### src/rtl/divisor_peso.sv
// divisor_peso: weight-from-price calculator.
// weightInGrams = floor((preco*100 + precofr) * 1000 / centimos), computed by a
// restoring divider that retires one quotient bit per clock, MSB first.
//
// state | meaning
// IDLE  | waiting for start; operands latched on the accepting edge
// LOAD  | build numerator, clear remainder, arm iteration counter
// DIV   | one restoring-division iteration per clock (27 total)
// FIN   | publish result/flags, pulse done, return to IDLE
module divisor_peso (
    input  logic        clk,
    input  logic        rst,
    input  logic        start,
    input  logic [9:0]  preco,
    input  logic [9:0]  precofr,
    input  logic [9:0]  centimos,
    output logic [11:0] weightInGrams,
    output logic        busy,
    output logic        done,
    output logic        err,
    output logic        ovf
);

    typedef enum logic [1:0] {IDLE, LOAD, DIV, FIN} state_t;

    state_t      state, state_nxt;
    logic [9:0]  preco_q, precofr_q, cent_q;
    logic [9:0]  rem_q;
    logic [26:0] quo_q;      // dividend shifts out of the top, quotient bits shift in at the bottom
    logic [4:0]  cnt_q;
    logic        bad_q;

    logic        bad_in;
    logic [16:0] cents_total;
    logic [10:0] trial;
    logic        ge;

    // Operand validity, total cents and the trial subtraction of the current iteration
    always_comb begin
        bad_in      = (cent_q == 10'd0) || (precofr_q > 10'd99);
        cents_total = 17'(preco_q) * 17'd100 + 17'(precofr_q);
        trial       = {rem_q, quo_q[26]};
        ge          = (trial >= {1'b0, cent_q});
    end

    // State register
    always_ff @(posedge clk or posedge rst) begin
        if (rst) state <= IDLE;
        else     state <= state_nxt;
    end

    // Next-state logic; invalid operands skip the divider entirely
    always_comb begin
        state_nxt = state;
        case (state)
            IDLE:    if (start) state_nxt = LOAD;
            LOAD:    state_nxt = bad_in ? FIN : DIV;
            DIV:     if (cnt_q == 5'd0) state_nxt = FIN;
            FIN:     state_nxt = IDLE;
            default: state_nxt = IDLE;
        endcase
    end

    // Combinational outputs
    always_comb begin
        busy = (state != IDLE);
    end

    // Datapath: operand capture, division iterations and result publication
    always_ff @(posedge clk or posedge rst) begin
        if (rst) begin
            preco_q       <= '0;
            precofr_q     <= '0;
            cent_q        <= '0;
            rem_q         <= '0;
            quo_q         <= '0;
            cnt_q         <= '0;
            bad_q         <= 1'b0;
            weightInGrams <= '0;
            done          <= 1'b0;
            err           <= 1'b0;
            ovf           <= 1'b0;
        end else begin
            done <= 1'b0;
            case (state)
                IDLE: begin
                    if (start) begin
                        preco_q   <= preco;
                        precofr_q <= precofr;
                        cent_q    <= centimos;
                    end
                end
                LOAD: begin
                    quo_q <= 27'(cents_total) * 27'd1000;
                    rem_q <= '0;
                    cnt_q <= 5'd26;
                    bad_q <= bad_in;
                end
                DIV: begin
                    // Remainder stays below the 10-bit divisor, so the truncation is exact
                    rem_q <= ge ? 10'(trial - {1'b0, cent_q}) : trial[9:0];
                    quo_q <= {quo_q[25:0], ge};
                    cnt_q <= cnt_q - 5'd1;
                end
                FIN: begin
                    done <= 1'b1;
                    if (bad_q) begin
                        weightInGrams <= '0;
                        err           <= 1'b1;
                        ovf           <= 1'b0;
                    end else if (|quo_q[26:12]) begin
                        weightInGrams <= 12'hFFF;
                        err           <= 1'b0;
                        ovf           <= 1'b1;
                    end else begin
                        weightInGrams <= quo_q[11:0];
                        err           <= 1'b0;
                        ovf           <= 1'b0;
                    end
                end
                default: ;
            endcase
        end
    end

endmodule

### config.mk
export PLATFORM = sky130hd
export DESIGN_NAME = divisor_peso
export DESIGN_NICKNAME = d
export VERILOG_FILES = /design/src/rtl/divisor_peso.sv
export SDC_FILE = /design/constraint.sdc
export NUM_CORES = 1
export LEC_CHECK = 0
export CORE_MARGIN = 4
export CORE_UTILIZATION = 67
export CTS_CLUSTER_DIAMETER = 100
export CTS_CLUSTER_SIZE = 14
export DETAILED_ROUTE_END_ITERATION = 8
export PLACE_DENSITY = 0.95
export SLEW_MARGIN = 20
export SYNTH_ARGS = -nofsm -noshare
export SYNTH_HDL_FRONTEND = slang
export SYNTH_SLANG_ARGS = --single-unit
### constraint.sdc
create_clock -name clk -period 18.7 [get_ports clk]
set_input_delay 4.675 -clock clk [delete_from_list [all_inputs] [get_ports clk]]
set_output_delay 4.675 -clock clk [all_outputs]
set_load 0.03 [all_outputs]
# Word-level counts from Yosys, hierarchy flattened
# Cells that the tools add are included.
# totals
regBits	90
input_bits	33
out_inout_bits	16
# op_classes
addsub	3
multipliers	2
magnitude_cmp	2
n_eq_ne	5
mux	14
n_reduce_logical	9
# op_table
operator	n
27-bit one-hot mux with 2 select lines	1
17-bit by 7-bit multiplier with 24-bit output (second input constant)	1
12-bit 2-to-1 mux	2
10-bit one-hot mux with 2 select lines	1
17-bit by 10-bit adder with 17-bit output	1
10-bit by 5-bit multiplier with 15-bit output (second input constant)	1
15-bit OR reduction	1
11-bit by 10-bit greater-or-equal comparator with 1-bit output	1
10-bit by 7-bit > comparator with 1-bit output (second input constant)	1
10-bit logical NOT	1
10-bit 2-to-1 mux	1
5-bit one-hot mux with 2 select lines	1
10-bit subtractor	1
2-bit one-hot mux with 4 select lines	1
5-bit logical NOT	1
1-bit 2-to-1 mux	5
5-bit by 1-bit subtractor with 5-bit output (second input constant)	1
2-bit equality test (second input constant)	2
2-bit 2-to-1 mux	2
2-bit != test (second input constant)	2
2-bit AND reduction	2
2-bit nonzero test	2
2-bit by 1-bit equality test with 1-bit output (second input constant)	1
2-bit logical NOT	1
1-bit logical OR	1

# Longest topological paths before layout
# logic_depth
word_depth	4
ltp_mapped	32
ltp_nobuf	31

# Worst setup path after synthesis
# Ideal clock, no wire load.
# synth_timing
path_kind	register to register
from	register preco_q[2]
to	register quo_q[26]
setup_ns	0.142
arrival_ns	7.075
setup_slack_ns	11.483
stages_incl_launch_ff	28
path_cell_list	dfrtp_1 ha_1 ha_1 fa_1 ha_1 o21ai_0 nor2_1 a21oi_1 ha_1 a221oi_1 nand2b_1 xnor2_1 inv_1 fa_1 fa_1 inv_1 fa_1 inv_1 fa_1 inv_1 ha_1 nand3_1 o21ai_0 o21ba_2 o2bb2ai_1 a221oi_1 xnor2_1 o221ai_1
# synth_via
elab_chain_len	4
# synth_rtl
item	line_no	rtl
start, declared	27	logic [9:0] preco_q, precofr_q, cent_q;
start signal, assigned	88	preco_q <= preco;
10-bit by 5-bit multiplier with 15-bit output	41	cents_total = 17'(preco_q) * 17'd100 + 17'(precofr_q);
17-bit by 10-bit adder with 17-bit output	41	
17-bit by 7-bit multiplier with 24-bit output	94	quo_q <= 27'(cents_total) * 27'd1000;
27-bit one-hot mux with 2 select lines	85	case (state)
end signal, assigned	94	
end signal, assigned	102	quo_q <= {quo_q[25:0], ge};
end, declared	29	logic [26:0] quo_q;
# No other way between the ends.
# A chain may end at the register's enable or synchronous reset.

# Worst setup path in the final report
# Same ends and word-level chain as after synthesis.

==> out/results.txt <==
Reg area -> 0.002252 sq mm
Total Routing Usage GR -> 27.31%
# port buffers -> 48
Post-DP Area -> 0.009333 sq mm
iteration count of the initial detailed-routing pass -> 7
mapped cell area -> 0.008725 sq mm
Worst setup endpoint -> quo_q[26]$_DFFE_PP0P_
Core Footprint -> 0.01267 sq mm
global route total overflow -> 0
Clock Tree Buf Depth -> 2
Final ANT Viol Nets -> 0
die area -> 0.01491 sq mm
clk_lat worst skew -> 0.37 ns
Worst R2R End -> quo_q[26]$_DFFE_PP0P_
initial core utilization -> 68.86%
r2r setup slk -> 10.72 ns
CTS hold repair buffers -> 0
drt total wl -> 19160 um
Synth area leader -> dfrtp_1
die width -> 122.1 um
max incr delay on CP -> 0.53 ns
Hold Path Class -> register to register
Root Driver -> clkbuf_16
area occupied by multi-input gates -> 0.005892 sq mm
slowest cell on the critical path -> fa_1
layout cells sized above 1 -> 7.881%
# setup viols final -> 0
largest net degree at the start of global routing -> 75
RSZ-0062 raised after global routing -> no
most used flip-flop cell after synthesis -> dfrtp_1
Layout area overhead -> 10.51%
Worst Path Max Fanout -> 6
Worst Max-Slew Pin Slew -> 0.9066 ns
hold_ws -> 0.5039 ns
crit path from -> preco_q[2]$_DFFE_PP0P_
worst rel slew slack -> 39.56%
row count -> 41
Synth area leaders -> dfrtp_1 (26%), ha_1 (16%), fa_1 (14%)
clock skew -> 0.009311 ns
Antenna diodes -> 0
EDFF count, synth -> 0
post-route cell area -> 0.009642 sq mm
worst path arrival time -> 8.21 ns
Synth Net Count -> 1103
startpoint types -> register
FF+latch count, synth -> 90
first-pass GRT wire length -> 32130 um
Fmax -> 125.3 MHz
Sink Count -> 90
die extent in y -> 122.1 um
Final Wtd Congestion -> 0.8569
H-Tree Depth -> 3
Slew Limit Fails -> 0
Synth top area share -> 25.81%
dpl hpwl -> 14810 um
Finished Core Util -> 76.09%
vias in the first global route -> 6802
Max-Cap Viols -> 0
syn avg cell area -> 9.726 sq um
Final TNS setup -> 0 ns
nature of the critical path endpoint -> register
WL per Instance -> 17.25 um
Async SR Flop Fraction -> 100.0%
vias -> 6635
CTS tree -> yes
status -> completed
cts repair resizes -> 0
cells after synthesis -> 897
antenna violations before repair -> 0
vias per cell -> 5.972
Nets -> 1140
critical path type -> register to register
DRC viols -> 0
Req. time, crit path -> 18.92 ns
hold violation count in the final report -> 0
Post-CTS Setup Bufs -> 0
part of the Yosys area used for sequential elements -> 25.81%
Fillers -> 846
CTS clock-pin slew for the worst setup and hold paths -> 0.07 ns
Synth cell types -> 71
CTS buffer count -> 9
I/O pin total -> 49
Yosys warnings -> 0
cell count of the worst reg-to-reg path -> 28
post-layout min period -> 7.982 ns
Tcrit/Tclk final -> 42.68%
DR iter-0 viols -> 450
start of the worst register-to-register path -> preco_q[2]$_DFFE_PP0P_
## sequential cells by signal, indices dropped and copies added (netlist names)
| register | count |
|---|---|
| precofr_q | 10 |
| cent_q | 10 |
| preco_q | 10 |
| state | 2 |
| quo_q | 27 |
| bad_q | 1 |
| err | 1 |
| cnt_q | 5 |
| done | 1 |
| ovf | 1 |
| rem_q | 10 |
| weightInGrams | 12 |
## cell families after synthesis
group / share of synthesized area [%]
adder cells (fa/ha/maj): 30.22
AO/OA/AOI/OAI: 15.52
AND/OR/NAND/NOR: 9.938
buffers and inverters: 6.740
multiplexers: 5.278
XOR/XNOR: 6.497
flip-flops: 25.81
## layout make-up
class / instances / area share [%]
Tap cell: 172 / 2.232
Clock buffer: 10 / 2.375
Multi-Input combinational cell: 656 / 61.11
Inverter: 125 / 4.879
Timing Repair Buffer: 52 / 5.295
Sequential cell: 90 / 23.36
Clock inverter: 6 / 0.7527
## layer usage
layer	part of all wire (%)	global-route usage, %	up-vias
met1	41	33.62	3240
met3	4.5	4.085	52
li1	-	-	3153
met4	3.3	12.46	0
met2	51	47.48	190
met5	0	0	-
## metrics by stage
step | worst slack [ns] | std cells
final | 10.72 | 1111
after global routing | 10.24 | 1111
after CTS | 10.86 | 1111
after detailed placement | 10.93 | 1095
after global placement | 11.22 | 1095
after floorplan | 11.48 | 897
## cells in the final DEF, fill, tap and decap left out, drive strengths merged, types with 10 or more instances in the layout
cell / instances
inv: 127
ha: 113
dfrtp: 90
nor2: 71
a21oi: 68
fa: 60
clkdlybuf4s50: 48
o21ai: 47
xnor2: 35
mux2: 32
nand2: 29
xor2: 22
a21o: 15
nand3: 14
o21a: 13
o2bb2ai: 11
nor3: 11
mux2i: 10
clkbuf: 10
## cells in the mapped netlist, types with 6 or more instances
cell type	count
a21boi_0	9
o21ai_0	39
nand2b_1	9
fa_1	60
clkbuf_1	19
inv_1	124
o21ai_1	7
a21oi_1	66
dfrtp_1	90
o21a_1	13
nor4_1	6
a21o_1	15
o2bb2ai_1	11
mux2_2	32
xor2_1	21
nor2_1	70
nand3_1	14
a31oi_1	6
mux2i_1	10
nand4_1	7
xnor2_1	30
nor3_1	10
nand2_1	27
and3_1	9
ha_1	113
## worst max-delay path, delay by kind of cell (launching register included)
kind / cells / cell delay (ns)
adder cells (fa/ha/maj): 10 / 4.20
AO/OA/AOI/OAI: 9 / 2.15
flip-flops: 1 / 0.44
XOR/XNOR: 2 / 0.39
AND/OR/NAND/NOR: 3 / 0.38
buffers and inverters: 4 / 0.28
## worst min path at each step
stage	from	endpoint	slack, ns	depth (start not counted)
2_1_floorplan	rem_q[9]$_DFFE_PP0P_	rem_q[9]$_DFFE_PP0P_	0.46	1
3_3_place_gp	rem_q[9]$_DFFE_PP0P_	rem_q[9]$_DFFE_PP0P_	0.47	1
3_5_place_dp	rem_q[9]$_DFFE_PP0P_	rem_q[9]$_DFFE_PP0P_	0.48	1
4_1_cts	rem_q[9]$_DFFE_PP0P_	rem_q[9]$_DFFE_PP0P_	0.50	1
5_1_grt	rem_q[9]$_DFFE_PP0P_	rem_q[9]$_DFFE_PP0P_	0.51	1
6_report	err$_DFFE_PP0P_	err$_DFFE_PP0P_	0.50	1
Power is left out: the tool's default activity adds up to more than one toggle a clock period on the data nets, which glitch-free logic cannot reach.
